`config.mk`:
```
export PLATFORM = sky130hd
export DESIGN_NAME = seq_shift_left
export DESIGN_NICKNAME = d
export VERILOG_FILES = /design/src/rtl/seq_shift_left.sv
export SDC_FILE = /design/constraint.sdc
export NUM_CORES = 1
export LEC_CHECK = 0
export ABC_AREA = 0
export CAP_MARGIN = 20
export CORE_MARGIN = 5
export CORE_UTILIZATION = 46
export DETAILED_ROUTE_END_ITERATION = 8
export PLACE_DENSITY_LB_ADDON = 0.15
export SLEW_MARGIN = 10
export SYNTH_ARGS = -nofsm -noshare
export SYNTH_HDL_FRONTEND = slang
export SYNTH_SLANG_ARGS = --single-unit
export TNS_END_PERCENT = 30
```
`constraint.sdc`:
```
create_clock -name clk -period 2.2 [get_ports clk]
set_clock_uncertainty 0.1 [all_clocks]
set_input_delay 0.55 -clock clk [delete_from_list [all_inputs] [get_ports clk]]
set_output_delay 0.55 -clock clk [all_outputs]
set_load 0.02 [all_outputs]
```
`src/rtl/seq_shift_left.sv`:
```
// Multi-cycle logical shift-left unit: Y = A << n, computed STEP bits per clock.
//
// state | meaning
// ------+-----------------------------------------------------------
// IDLE  | ready for a request; Y holds the last completed result
// SHIFT | shifting the latched operand, up to STEP positions per cycle
// DONE  | result presented on Y; waiting for result_ready
module seq_shift_left #(
    parameter int WIDTH   = 32,
    parameter int SHAMT_W = 5,
    parameter int STEP    = 1
) (
    input  logic               clk,
    input  logic               rst,
    input  logic               start_valid,
    output logic               start_ready,
    input  logic [WIDTH-1:0]   A,
    input  logic [SHAMT_W-1:0] n,
    output logic               result_valid,
    input  logic               result_ready,
    output logic [WIDTH-1:0]   Y,
    output logic               busy
);

    typedef enum logic [1:0] {
        S_IDLE  = 2'd0,
        S_SHIFT = 2'd1,
        S_DONE  = 2'd2
    } state_t;

    // STEP is always below WIDTH, so it fits in the shift-amount width.
    localparam logic [SHAMT_W-1:0] STEP_C = SHAMT_W'(STEP);

    state_t             state_q, state_d;
    logic [WIDTH-1:0]   data_q, data_d;
    logic [SHAMT_W-1:0] count_q, count_d;
    logic [WIDTH-1:0]   y_q, y_d;

    logic [SHAMT_W-1:0] k;
    logic [WIDTH-1:0]   data_shifted;
    logic [SHAMT_W-1:0] count_left;

    // Next-state, datapath and handshake outputs.
    always_comb begin
        state_d      = state_q;
        data_d       = data_q;
        count_d      = count_q;
        y_d          = y_q;
        start_ready  = 1'b0;
        result_valid = 1'b0;
        busy         = 1'b0;
        k            = '0;
        data_shifted = data_q;
        count_left   = count_q;

        case (state_q)
            S_IDLE: begin
                // Held low during reset so a request coinciding with rst is never accepted.
                start_ready = !rst;
                if (start_valid) begin
                    data_d  = A;
                    count_d = n;
                    if (n == '0) begin
                        y_d     = A;
                        state_d = S_DONE;
                    end else begin
                        state_d = S_SHIFT;
                    end
                end
            end

            S_SHIFT: begin
                busy         = 1'b1;
                k            = (count_q < STEP_C) ? count_q : STEP_C;
                data_shifted = data_q << k;
                count_left   = count_q - k;
                data_d       = data_shifted;
                count_d      = count_left;
                if (count_left == '0) begin
                    y_d     = data_shifted;
                    state_d = S_DONE;
                end
            end

            S_DONE: begin
                busy         = 1'b1;
                result_valid = 1'b1;
                if (result_ready) begin
                    state_d = S_IDLE;
                end
            end

            default: begin
                state_d = S_IDLE;
            end
        endcase
    end

    // State and datapath registers with synchronous reset.
    always_ff @(posedge clk) begin
        if (rst) begin
            state_q <= S_IDLE;
            data_q  <= '0;
            count_q <= '0;
            y_q     <= '0;
        end else begin
            state_q <= state_d;
            data_q  <= data_d;
            count_q <= count_d;
            y_q     <= y_d;
        end
    end

    assign Y = y_q;

endmodule

```
## After elaboration in Yosys (flattened, before gate mapping)

Index checks and enable logic that the tools add are counted.

- Shifts and indexed selects: 1
- Magnitude comparators: 1
- Equal/unequal tests: 6
- Muxes and demuxes: 17
- Reductions and logical operators: 9
- Add/subtract/negate cells: 1

Operator list:

| kind | number |
|---|---|
| 2-to-1 mux 32 bit | 4 |
| case mux 32 bit (2 select lines) | 2 |
| << shifter 32 x 5 -> 32 bit | 1 |
| zero test 5 bit | 2 |
| 2-to-1 mux 5 bit | 2 |
| case mux 5 bit (2 select lines) | 1 |
| 2-to-1 mux 2 bit | 4 |
| != test 2 bit, second input constant | 4 |
| case mux 2 bit (3 select lines) | 1 |
| less-than comparator 5 x 1 -> 1 bit, second input constant | 1 |
| subtractor 5 bit | 1 |
| AND reduction 4 bit | 1 |
| 2-to-1 mux 1 bit | 3 |
| AND reduction 3 bit | 1 |
| == test 2 x 1 -> 1 bit, second input constant | 1 |
| == test 2 bit, second input constant | 1 |
| zero test 2 bit | 1 |
| AND reduction 2 bit | 1 |
| nonzero test 2 bit | 1 |
| OR reduction 2 bit | 1 |
| zero test 1 bit | 1 |

- Output and inout bits: 35
- Flip-flop bits (word level): 71
- Logic and storage cells: 39

## Longest topological paths before layout

Gate-level depths: netlist (run 1).

- Depth in word-level cells: 6
- Gate-level depth with buffers: 9
- Gate-level depth less buffers: 8

## Worst setup path before layout (run 1)

No wires, ideal clock.

- Kind: reg-to-reg
- Start: reg count_q[4]
- End: reg y_q[10], in the netlist Y[10]
- Stages on the path, launching flop included: 9
- Path slack: 0.051 ns
- Data arrival time: 1.922 ns
- Library setup time: 0.128 ns
- Path buffers: 1
- Period minus slack after synthesis: 2.149 ns
- Path through: dfxtp_1 or3_4 o21ai_0 ha_1 a31oi_1 a21oi_4 buf_8 mux2i_1 nor2_1

- Longest elaborated chain between the ends: 6

RTL lines:

| item | line | source |
|---|---|---|
| start, declared | 36 | `logic [SHAMT_W-1:0] count_q, count_d;` |
| start signal, assigned | 109 | `count_q <= count_d;` |
| less-than comparator 5 x 1 -> 1 bit | 74 | `k = (count_q < STEP_C) ? count_q : STEP_C;` |
| 2-to-1 mux 5 bit | 74 |  |
| subtractor 5 bit | 76 | `count_left = count_q - k;` |
| zero test 5 bit | 79 | `if (count_left == '0) begin` |
| != test 2 bit (no line) | -- |  |
| AND reduction 4 bit (no line) | -- |  |
| end signal, assigned | 110 | `y_q <= y_d;` |
| end, declared | 37 | `logic [WIDTH-1:0] y_q, y_d;` |

Several ways; a longest one is shown, not always the timed one. The select of a mux whose other input is x is not followed.
A chain may end at the register's enable or synchronous reset.

## Final worst setup path (run 1)

- Start: reg count_q[4]
- End: reg y_q[20], in the netlist Y[20]

The elaborated chain is that of the path after synthesis.

==> flow_summary.json, run 1 <==
{
  "finalCoreUtilization": 0.6426,
  "cp_max_fo": 6,
  "clk_pin_slew_ns": 0.08,
  "ys_ff_latch": 71,
  "n_antenna_cell": 0,
  "synth_area_sq_mm": 0.003491,
  "comb_power_share": 0.541,
  "timing.final.crit_share": 0.9824,
  "setup-tns-final_ns": 0,
  "cpPeakStageDelay_ns": 0.40,
  "relSlewSlack": 0.4988,
  "hp-class": "flip-flop to flip-flop",
  "whs_ns": 0.3668,
  "yosysTopAreaCell": "dfxtp_1",
  "cp.arrival_ns": 2.27,
  "drive_above_1_share": 0.1084,
  "syn_nets": 501,
  "p_int_uw": 3701,
  "numClockSinks": 71,
  "ios": 76,
  "total_power_uw": 6579,
  "antenna_found_initial": 0,
  "critical_path_class": "flip-flop to flip-flop",
  "p_leak_uw": 0.001731,
  "num_vias": 3477,
  "drtIter0Drc": 221,
  "fmax_mhz": 462.7,
  "hold_viol": 0,
  "wl_per_cell_um": 15.13,
  "cts_max_path_buffers": 2,
  "start_util": 0.4762,
  "fillers": 627,
  "track_usage": 0.1946,
  "rsz0062_at_grt": "yes",
  "power.density_mw_per_mm2": 1397,
  "avgSynthCellArea_sq_um": 7.655,
  "dp_hpwl_um": 5920,
  "syn_to_final_growth_pct": 34.95,
  "r2r_cells": 9,
  "routed_wl_um": 9590,
  "end_kind": "flip-flop",
  "cts_buffers": 9,
  "peakVddDrop_v": 0.0005205,
  "antenna_left": 0,
  "cp_cell_sequence": "or3_4, o21ai_2, ha_2, a31oi_4, a21oi_4, buf_4, clkbuf_16, mux2i_1, nor2_1",
  "die-area_sq_mm": 0.009431,
  "outcome": "completed",
  "grt_pass1_wl_um": 15420,
  "rows": 31,
  "portBuffers": 75,
  "synthCells": 456,
  "slew_viol_final": 0,
  "coreArea_sq_mm": 0.007331,
  "drc": 0,
  "grt_max_degree": 72,
  "h-tree-depth": 3,
  "hold_buffers": 0,
  "p_sw_uw": 2878,
  "swShare": 0.4374,
  "final_nets": 575,
  "holdPathStages": 2,
  "cts_tree": "built",
  "min_period_ns": 2.161,
  "synth.top_cell.area_share": 0.4072,
  "ys_warn_count": 0,
  "setup_viol": 0,
  "cp_slowest_cell": "or3_4",
  "clock_latency_ns": 0.34,
  "synth.area.top_cells": "dfxtp_1, a21oi_1, mux2i_1, nor2_1, nand2_1",
  "worst_slew_pin_slew_ns": 0.7519,
  "startpoint_type": "flip-flop",
  "cts_root_buffer": "clkbuf_8",
  "gr-total-overflow": 0,
  "crit_required_ns": 2.31,
  "yosysUniqueCellTypes": 35,
  "routed_via_density": 5.484,
  "multi_input_area_sq_mm": 0.001877,
  "pwr-share-clk": 0.177,
  "die_h_um": 97.12,
  "die-width_um": 97.12,
  "grt_pass1_vias": 3239,
  "pwr-share-seq": 0.282,
  "firstDrtPassIters": 5,
  "synth-seq-area-share": 0.4072,
  "routabilityCongestion": 0.8128,
  "drv_cap": 0,
  "seqCellArea_sq_mm": 0.001423
}
-- cell type report --
| class | count | area share |
|---|---|---|
| Inverter | 7 | 0.005578 |
| Clock inverter | 6 | 0.01965 |
| Clock buffer | 10 | 0.02709 |
| Tap cell | 99 | 0.02629 |
| Multi-Input combinational cell | 339 | 0.3984 |
| Timing Repair Buffer | 102 | 0.2210 |
| Sequential cell | 71 | 0.3020 |
-- per-layer routing --
| layer | track usage | share of wire |
|---|---|---|
| met5 | 0 | 0 |
| met4 | 0.06803 | 0.015 |
| met2 | 0.3047 | 0.45 |
| met1 | 0.2663 | 0.47 |
| met3 | 0.03877 | 0.066 |
-- layout by cell type, fill, tap and decap left out, drive strengths merged --
master         count
dlygate4sd2        3
nand2             68
dfxtp             71
a311oi             1
and2               1
bufinv             2
a221oi             2
clkdlybuf4s50     71
nor2              75
buf               26
a21oi             67
or3                1
ha                 4
clkinvlp           2
o21ai             35
nand4              1
a31oi             32
a22o               1
nand2b             1
nor3               3
a211oi             4
a22oi              1
inv                9
nand3              3
clkbuf            12
o211ai             1
mux2i             33
o22ai              1
a21boi             1
nor2b              1
or2                2
-- power groups by stage --
stage / Clock, uW / Sequential, uW / Combinational (uW)
floorplan: 0 / 1970 / 2190
global placement: 0 / 1860 / 3340
CTS: 1180 / 1850 / 3430
finish: 1170 / 1850 / 3560
detailed placement: 0 / 1870 / 3370
global route: 1230 / 1900 / 3900
-- through the flow --
stage	cells	area, sq um	setup WS (ns)
finish	634	4711	0.03880
global route	634	4711	-0.03642
CTS	631	4638	0.0009361
detailed placement	613	4375	-0.2115
global placement	613	4375	-0.1726
floorplan	456	3491	0.05052
-- Yosys cell counts, drive strengths merged --
cell type	number
a311oi	1
ha	4
nand3	3
and2	1
or2	2
a31oi	32
dfxtp	71
nor3	3
o211ai	1
or3	1
clkbuf	22
nand2	68
buf	17
a21boi	1
nand2b	1
a211oi	4
a22oi	1
nand4	1
mux2i	33
inv	7
a221oi	2
nor2b	1
a22o	1
o21ai	35
nor2	75
o22ai	1
a21oi	67
-- registers in the layout (all words and copies together), names as in the netlist --
register and count:
count_q 5, data_q 32, Y 32, state_q 2
-- path summary, 6_finish.rpt --
path,start,to,slack (ns)
worst max-delay path,count_q[4],Y[20],0.04
worst min-delay path,data_q[30],data_q[30],0.37
worst max register to register,count_q[4],Y[20],0.04
worst min register to register,data_q[30],data_q[30],0.37
-- critical path: cells and delay by family (launching register included) --
kind,cells,cell delay [ns]
simple gates,2,0.45
compound gates,3,0.41
buf+inv,2,0.33
fa+ha+maj,1,0.22
mux,1,0.19
flops,1,0.32
-- what timing repair did --
item                       4_1_cts  5_1_grt
setup endpoints to repair       35       34
gates resized for setup          5        6
buffers inserted                 1        1
cloned                           1        2
pin swaps                        0        1
-- kinds of logic (layout without fill, tap and decap cells) --
logic type	count (synthesis)	after routing	synth area share
simple gates	156	156	0.1850
compound gates	146	146	0.2351
buf+inv	46	125	0.06380
fa+ha+maj	4	4	0.01434
mux	33	33	0.09462
flops	71	71	0.4072
(Power assumes the default switching activity.)
==> run 2, diff against run 1 <==
--- a/config.mk
+++ b/config.mk
@@ -7,9 +7,12 @@
 export LEC_CHECK = 0
 export ABC_AREA = 0
 export CAP_MARGIN = 20
+export CELL_PAD_IN_SITES_DETAIL_PLACEMENT = 1
+export CELL_PAD_IN_SITES_GLOBAL_PLACEMENT = 2
 export CORE_MARGIN = 5
-export CORE_UTILIZATION = 46
+export CORE_UTILIZATION = 32
 export DETAILED_ROUTE_END_ITERATION = 8
+export DONT_BUFFER_PORTS = 1
 export PLACE_DENSITY_LB_ADDON = 0.15
 export SLEW_MARGIN = 10
 export SYNTH_ARGS = -nofsm -noshare
==> constraint.sdc (replaced) <==
create_clock -name clk -period 2.2 [get_ports clk]
set_clock_uncertainty 0.1 [all_clocks]
set_input_delay 0.44 -clock clk [delete_from_list [all_inputs] [get_ports clk]]
set_output_delay 0.44 -clock clk [all_outputs]
set_load 0.02 [all_outputs]
==> run 2 against run 1 <==
Power down 6.1%. Sequential cell count unchanged. Non-clock buffer count down 81. Sequential share of layout area up 6.0 points. Final area down 17%. Utilization down 28 points. Combinational power down 7.9%. Register-to-register slack better by 0.04 ns. Die area up 39%. Count of clock-buffer cells in the layout up 2. Critical endpoint is now Y[12]. Largest cell class unchanged.
==> flow_summary.json, run 2 (synthesis gave the netlist of run 1 again) <==
{
  "syn_to_final_growth_pct": 12.37,
  "die-width_um": 114.4,
  "p_leak_uw": 0.001394,
  "comb_power_share": 0.531,
  "routed_via_density": 5.470,
  "grt_pass1_vias": 3507,
  "relSlewSlack": 0.7188,
  "p_int_uw": 3232,
  "swShare": 0.4770,
  "cts_buffers": 9,
  "drtIter0Drc": 87,
  "final_cells": 592,
  "routed_wl_um": 11190,
  "dp_hpwl_um": 6810,
  "h-tree-depth": 3,
  "hold_viol": 0,
  "gr-total-overflow": 0,
  "placed_cells": 575,
  "timing.final.crit_share": 0.9635,
  "clk_pin_slew_ns": 0.08,
  "hp-class": "input pin to flip-flop",
  "worst_slew_pin_slew_ns": 0.4218,
  "routabilityCongestion": 0.7439,
  "rows": 38,
  "wl_per_cell_um": 18.90,
  "crit_required_ns": 2.34,
  "firstDrtPassIters": 4,
  "r2r_cells": 9,
  "grt_max_degree": 73,
  "power.density_mw_per_mm2": 1575,
  "slew_viol_final": 0,
  "cts_tree": "built",
  "layout_common_cells": "nor2_1, dfxtp_1, nand2_1",
  "startpoint_type": "flip-flop",
  "numClockSinks": 71,
  "cp.arrival_ns": 2.26,
  "min_to": "Y[0]",
  "hp-start": "rst",
  "drv_cap": 0,
  "track_usage": 0.1724,
  "cp_max_fo": 8,
  "pwr-share-seq": 0.324,
  "finalCoreUtilization": 0.3650,
  "p_sw_uw": 2947,
  "ios": 76,
  "fillers": 1319,
  "n_antenna_cell": 0,
  "peakVddDrop_v": 0.0007743,
  "cts_root_buffer": "clkbuf_8",
  "outcome": "completed",
  "min_period_ns": 2.120,
  "setup_viol": 0,
  "antenna_found_initial": 0,
  "die_h_um": 114.4,
  "coreArea_sq_mm": 0.01075,
  "final_nets": 494,
  "start_util": 0.3249,
  "fmax_mhz": 471.7,
  "drc": 0,
  "antenna_left": 0,
  "die-area_sq_mm": 0.01310,
  "drive_above_1_share": 0.1084,
  "hold_buffers": 0,
  "cts_max_path_buffers": 2,
  "final_common_cell": "nor2_1",
  "portBuffers": 0,
  "end_kind": "flip-flop",
  "holdPathStages": 1,
  "regToRegStartpoint": "count_q[4]",
  "num_vias": 3238,
  "pwr-share-clk": 0.145,
  "reg2reg_to": "Y[12]",
  "grt_pass1_wl_um": 17860,
  "ff2ff_setup_slack_ns": 0.08,
  "total_power_uw": 6179,
  "clock_latency_ns": 0.35,
  "critical_path_class": "flip-flop to flip-flop"
}
==> run 2: cell types whose count changed in the layout (fill, tap and decap cells not counted), sizes merged <==
| cell | previous run | this run |
|---|---|---|
| clkdlybuf4s50 | 71 | 0 |
| buf | 26 | 19 |
| dlygate4sd2 | 3 | 0 |
| clkinvlp | 2 | 0 |
| bufinv | 2 | 0 |
| inv | 9 | 7 |
| clkinv | 0 | 2 |
| clkbuf | 12 | 14 |
==> run 2: critical path, stage by stage, from the launching register on <==
cell	delay [ns]
dfxtp_1	0.32
or3_4	0.40
o21ai_4	0.13
ha_2	0.21
a31oi_2	0.13
a21oi_4	0.17
buf_12	0.15
clkbuf_16	0.16
mux2i_1	0.18
nor2_1	0.05
==> run 2: worst max path at each step <==
stage	startpoint	end	slack [ns]	depth (start not counted)
4_1_cts	count_q[4]	Y[29]	0.001	8
6_report	count_q[4]	Y[12]	0.08	9
5_1_grt	count_q[4]	Y[23]	-0.02	9
3_3_place_gp	count_q[4]	Y[9]	0.09	8
3_5_place_dp	count_q[4]	Y[29]	0.04	8
2_1_floorplan	count_q[4]	Y[10]	0.05	8
==> run 2: routing by layer <==
| metal | routed length (um) | vias to the layer above | share of wire | track usage |
|---|---|---|---|---|
| li1 | - | 1557 | - | - |
| met5 | 0 | - | 0 | 0 |
| met2 | 5095 | 66 | 0.46 | 0.2809 |
| met4 | 246 | 0 | 0.022 | 0.06334 |
| met1 | 5274 | 1597 | 0.47 | 0.2150 |
| met3 | 575 | 18 | 0.051 | 0.05127 |
==> run 2: cell type report <==
type	instances	area, sq um	share of cell area
tap	140	175.2	0.04466
sequential	71	1421	0.3624
clock buffer	12	135.1	0.03445
multi-input combinational	339	1887	0.4810
inverter	7	26.28	0.006699
clock inverter	2	10.01	0.002552
timing repair buffer	21	267.8	0.06826
==> run 2: per-stage QoR <==
stage | setup slack, ns | instance area (sq um) | hold WS, ns | TNS [ns]
floorplan | 0.05052 | 3491 | 0.3320 | 0
global placement | 0.09187 | 3679 | 0.3335 | 0
detailed placement | 0.03578 | 3679 | 0.3407 | 0
CTS | 0.001432 | 3824 | 0.03309 | 0
global route | -0.02156 | 3923 | 0.02919 | -0.2212
finish | 0.08019 | 3923 | 0.05659 | 0
==> run 2: timing repair <==
| item | CTS | global route |
|---|---|---|
| endpoints found under the setup margin | 0 | 36 |
| setup buffers | 0 | 1 |
| resized for setup | 0 | 7 |
==> run 2: power by group through the flow <==
stage          clock network, uW  logic (uW)  registers, uW
6_report                     898        3280           2000
2_1_floorplan                  0        2190           1970
3_5_place_dp                   0        3120           2030
5_1_grt                      980        3640           2040
3_3_place_gp                   0        3110           2020
4_1_cts                      931        3140           2000
==> run 3, diff against run 2 <==
--- a/config.mk
+++ b/config.mk
@@ -9,7 +9,7 @@
 export CAP_MARGIN = 20
 export CELL_PAD_IN_SITES_DETAIL_PLACEMENT = 1
 export CELL_PAD_IN_SITES_GLOBAL_PLACEMENT = 2
-export CORE_MARGIN = 5
+export CORE_MARGIN = 3
 export CORE_UTILIZATION = 32
 export DETAILED_ROUTE_END_ITERATION = 8
 export DONT_BUFFER_PORTS = 1
==> run 3 against run 2 <==
Wire length fell by 2.0%. Combinational power barely moved. Sequential cell count did not move. Cell count fell by 0.17%. Global-route usage rose by 0.45 points. Critical path type unchanged. Critical endpoint is now Y[15].
==> flow_summary.json, run 3 (synthesis gave the netlist of run 1 again) <==
{
  "outcome": "completed",
  "cts_tree": "built",
  "clock_latency_ns": 0.34,
  "portBuffers": 0,
  "wl_met3_um": 457,
  "num_vias": 3137,
  "die-area_sq_mm": 0.01220,
  "dp_hpwl_um": 6867,
  "grt_pass1_vias": 3364,
  "fmax_mhz": 470.1,
  "crit_required_ns": 2.34,
  "hold_viol": 0,
  "wl_per_cell_um": 18.55,
  "drive_above_1_share": 0.1165,
  "gr-total-overflow": 0,
  "track_usage": 0.1769,
  "final_nets": 496,
  "layout_common_cells": "nor2_1, dfxtp_1, nand2_1",
  "drv_cap": 0,
  "relSlewSlack": 0.7348,
  "layout_setup_ws_ns": 0.07270,
  "firstDrtPassIters": 4,
  "placed_area_sq_mm": 0.003676,
  "cp_max_fo": 9,
  "routed_wl_um": 10960,
  "min_period_ns": 2.127,
  "p_leak_uw": 0.001408,
  "worst_slew_pin_slew_ns": 0.3970,
  "h-tree-depth": 3,
  "cts_buffers": 9,
  "start_util": 0.3337,
  "routed_via_density": 5.308,
  "pre_cts_ws_ns": -0.01162,
  "routabilityCongestion": 0.7442,
  "drc": 0,
  "numClockSinks": 71,
  "power.density_mw_per_mm2": 1567,
  "die-width_um": 110.4,
  "peakVddDrop_v": 0.0008960,
  "slew_viol_final": 0,
  "end_kind": "flip-flop",
  "n_antenna_cell": 0,
  "timing.final.crit_share": 0.9670,
  "hp-class": "input pin to flip-flop",
  "final_common_cell": "nor2_1",
  "setup_viol": 0,
  "hold_buffers": 0,
  "critical_path_class": "flip-flop to flip-flop",
  "whs_ns": 0.05703,
  "met2WireLength_um": 5170,
  "startpoint_type": "flip-flop",
  "clk_pin_slew_ns": 0.08,
  "drtIter0Drc": 167,
  "cts_max_path_buffers": 2,
  "grt_max_degree": 73,
  "rows": 37,
  "ios": 76,
  "wl_met1_um": 5254,
  "coreArea_sq_mm": 0.01046,
  "placed_cells": 573,
  "grt_pass1_wl_um": 17650,
  "antenna_left": 0,
  "antenna_found_initial": 0,
  "finalCoreUtilization": 0.3766,
  "cts_root_buffer": "clkbuf_8",
  "top_layer": "met4",
  "syn_to_final_growth_pct": 12.87,
  "stdcell_area_sq_mm": 0.003940,
  "final_cells": 591,
  "die_h_um": 110.4,
  "cp.arrival_ns": 2.27
}
==> run 3: cell types whose count changed in the layout (fill, tap and decap cells not counted) <==
cell        previous run  this run
buf_12                 6         5
nand2_2                1         0
clkinvlp_4             0         1
nand2_1               67        68
clkinv_2               2         3
clkbuf_1               3         1
buf_4                 13        15
buf_6                  0         1
clkbuf_8               9        10
==> run 3: report_power, final <==
| part | internal, uW | switching, uW |
|---|---|---|
| clock | 429 | 497 |
| sequential | 1630 | 366 |
| combinational | 1200 | 2050 |
| total | 3270 | 2910 |
==> run 3: path summary, 6_finish.rpt <==
path / startpoint / end / cells after the start / slack, ns
setup / recovery: count_q[4] / Y[15] / 9 / 0.07
hold / removal: rst / data_q[16] / 1 / 0.06
setup reg to reg: count_q[4] / Y[15] / 9 / 0.07
hold reg to reg: data_q[31] / data_q[31] / 2 / 0.35
==> run 3: routing by layer <==
| metal | up-vias | track usage |
|---|---|---|
| met4 | 0 | 0.04269 |
| met1 | 1508 | 0.2298 |
| met2 | 55 | 0.2896 |
| met5 | - | 0 |
| li1 | 1567 | - |
| met3 | 7 | 0.05096 |
==> run 3: cell type report <==
cell class | instances | area (sq um)
clock buffers | 11 | 141.4
clock inverters | 4 | 22.52
fillers | 1279 | 6523
inverters | 7 | 26.28
multi-input cells | 339 | 1884
flip-flops and latches | 71 | 1421
well taps | 136 | 170.2
repair buffers | 23 | 274.0
==> run 3: per-stage QoR <==
stage | TNS (ns) | total power [uW]
4_1_cts | 0 | 6109
5_1_grt | -0.009591 | 6708
3_5_place_dp | -0.01162 | 5150
3_3_place_gp | 0 | 5103
6_report | 0 | 6174
2_1_floorplan | 0 | 4164
==> run 3: worst max-delay path, cell delays in order (launching register included) <==
cell	delay [ns]
dfxtp_1	0.32
or3_4	0.40
o21ai_4	0.14
ha_2	0.20
a31oi_2	0.13
a21oi_4	0.16
buf_12	0.15
buf_12	0.15
mux2i_1	0.21
nor2_1	0.06
==> run 3: timing repair <==
item | 4_1_cts | 5_1_grt
gates resized for setup | 1 | 6
cloned | 0 | 2
pin swaps | 0 | 0
setup buffers | 0 | 1
endpoints found under the setup margin | 9 | 37
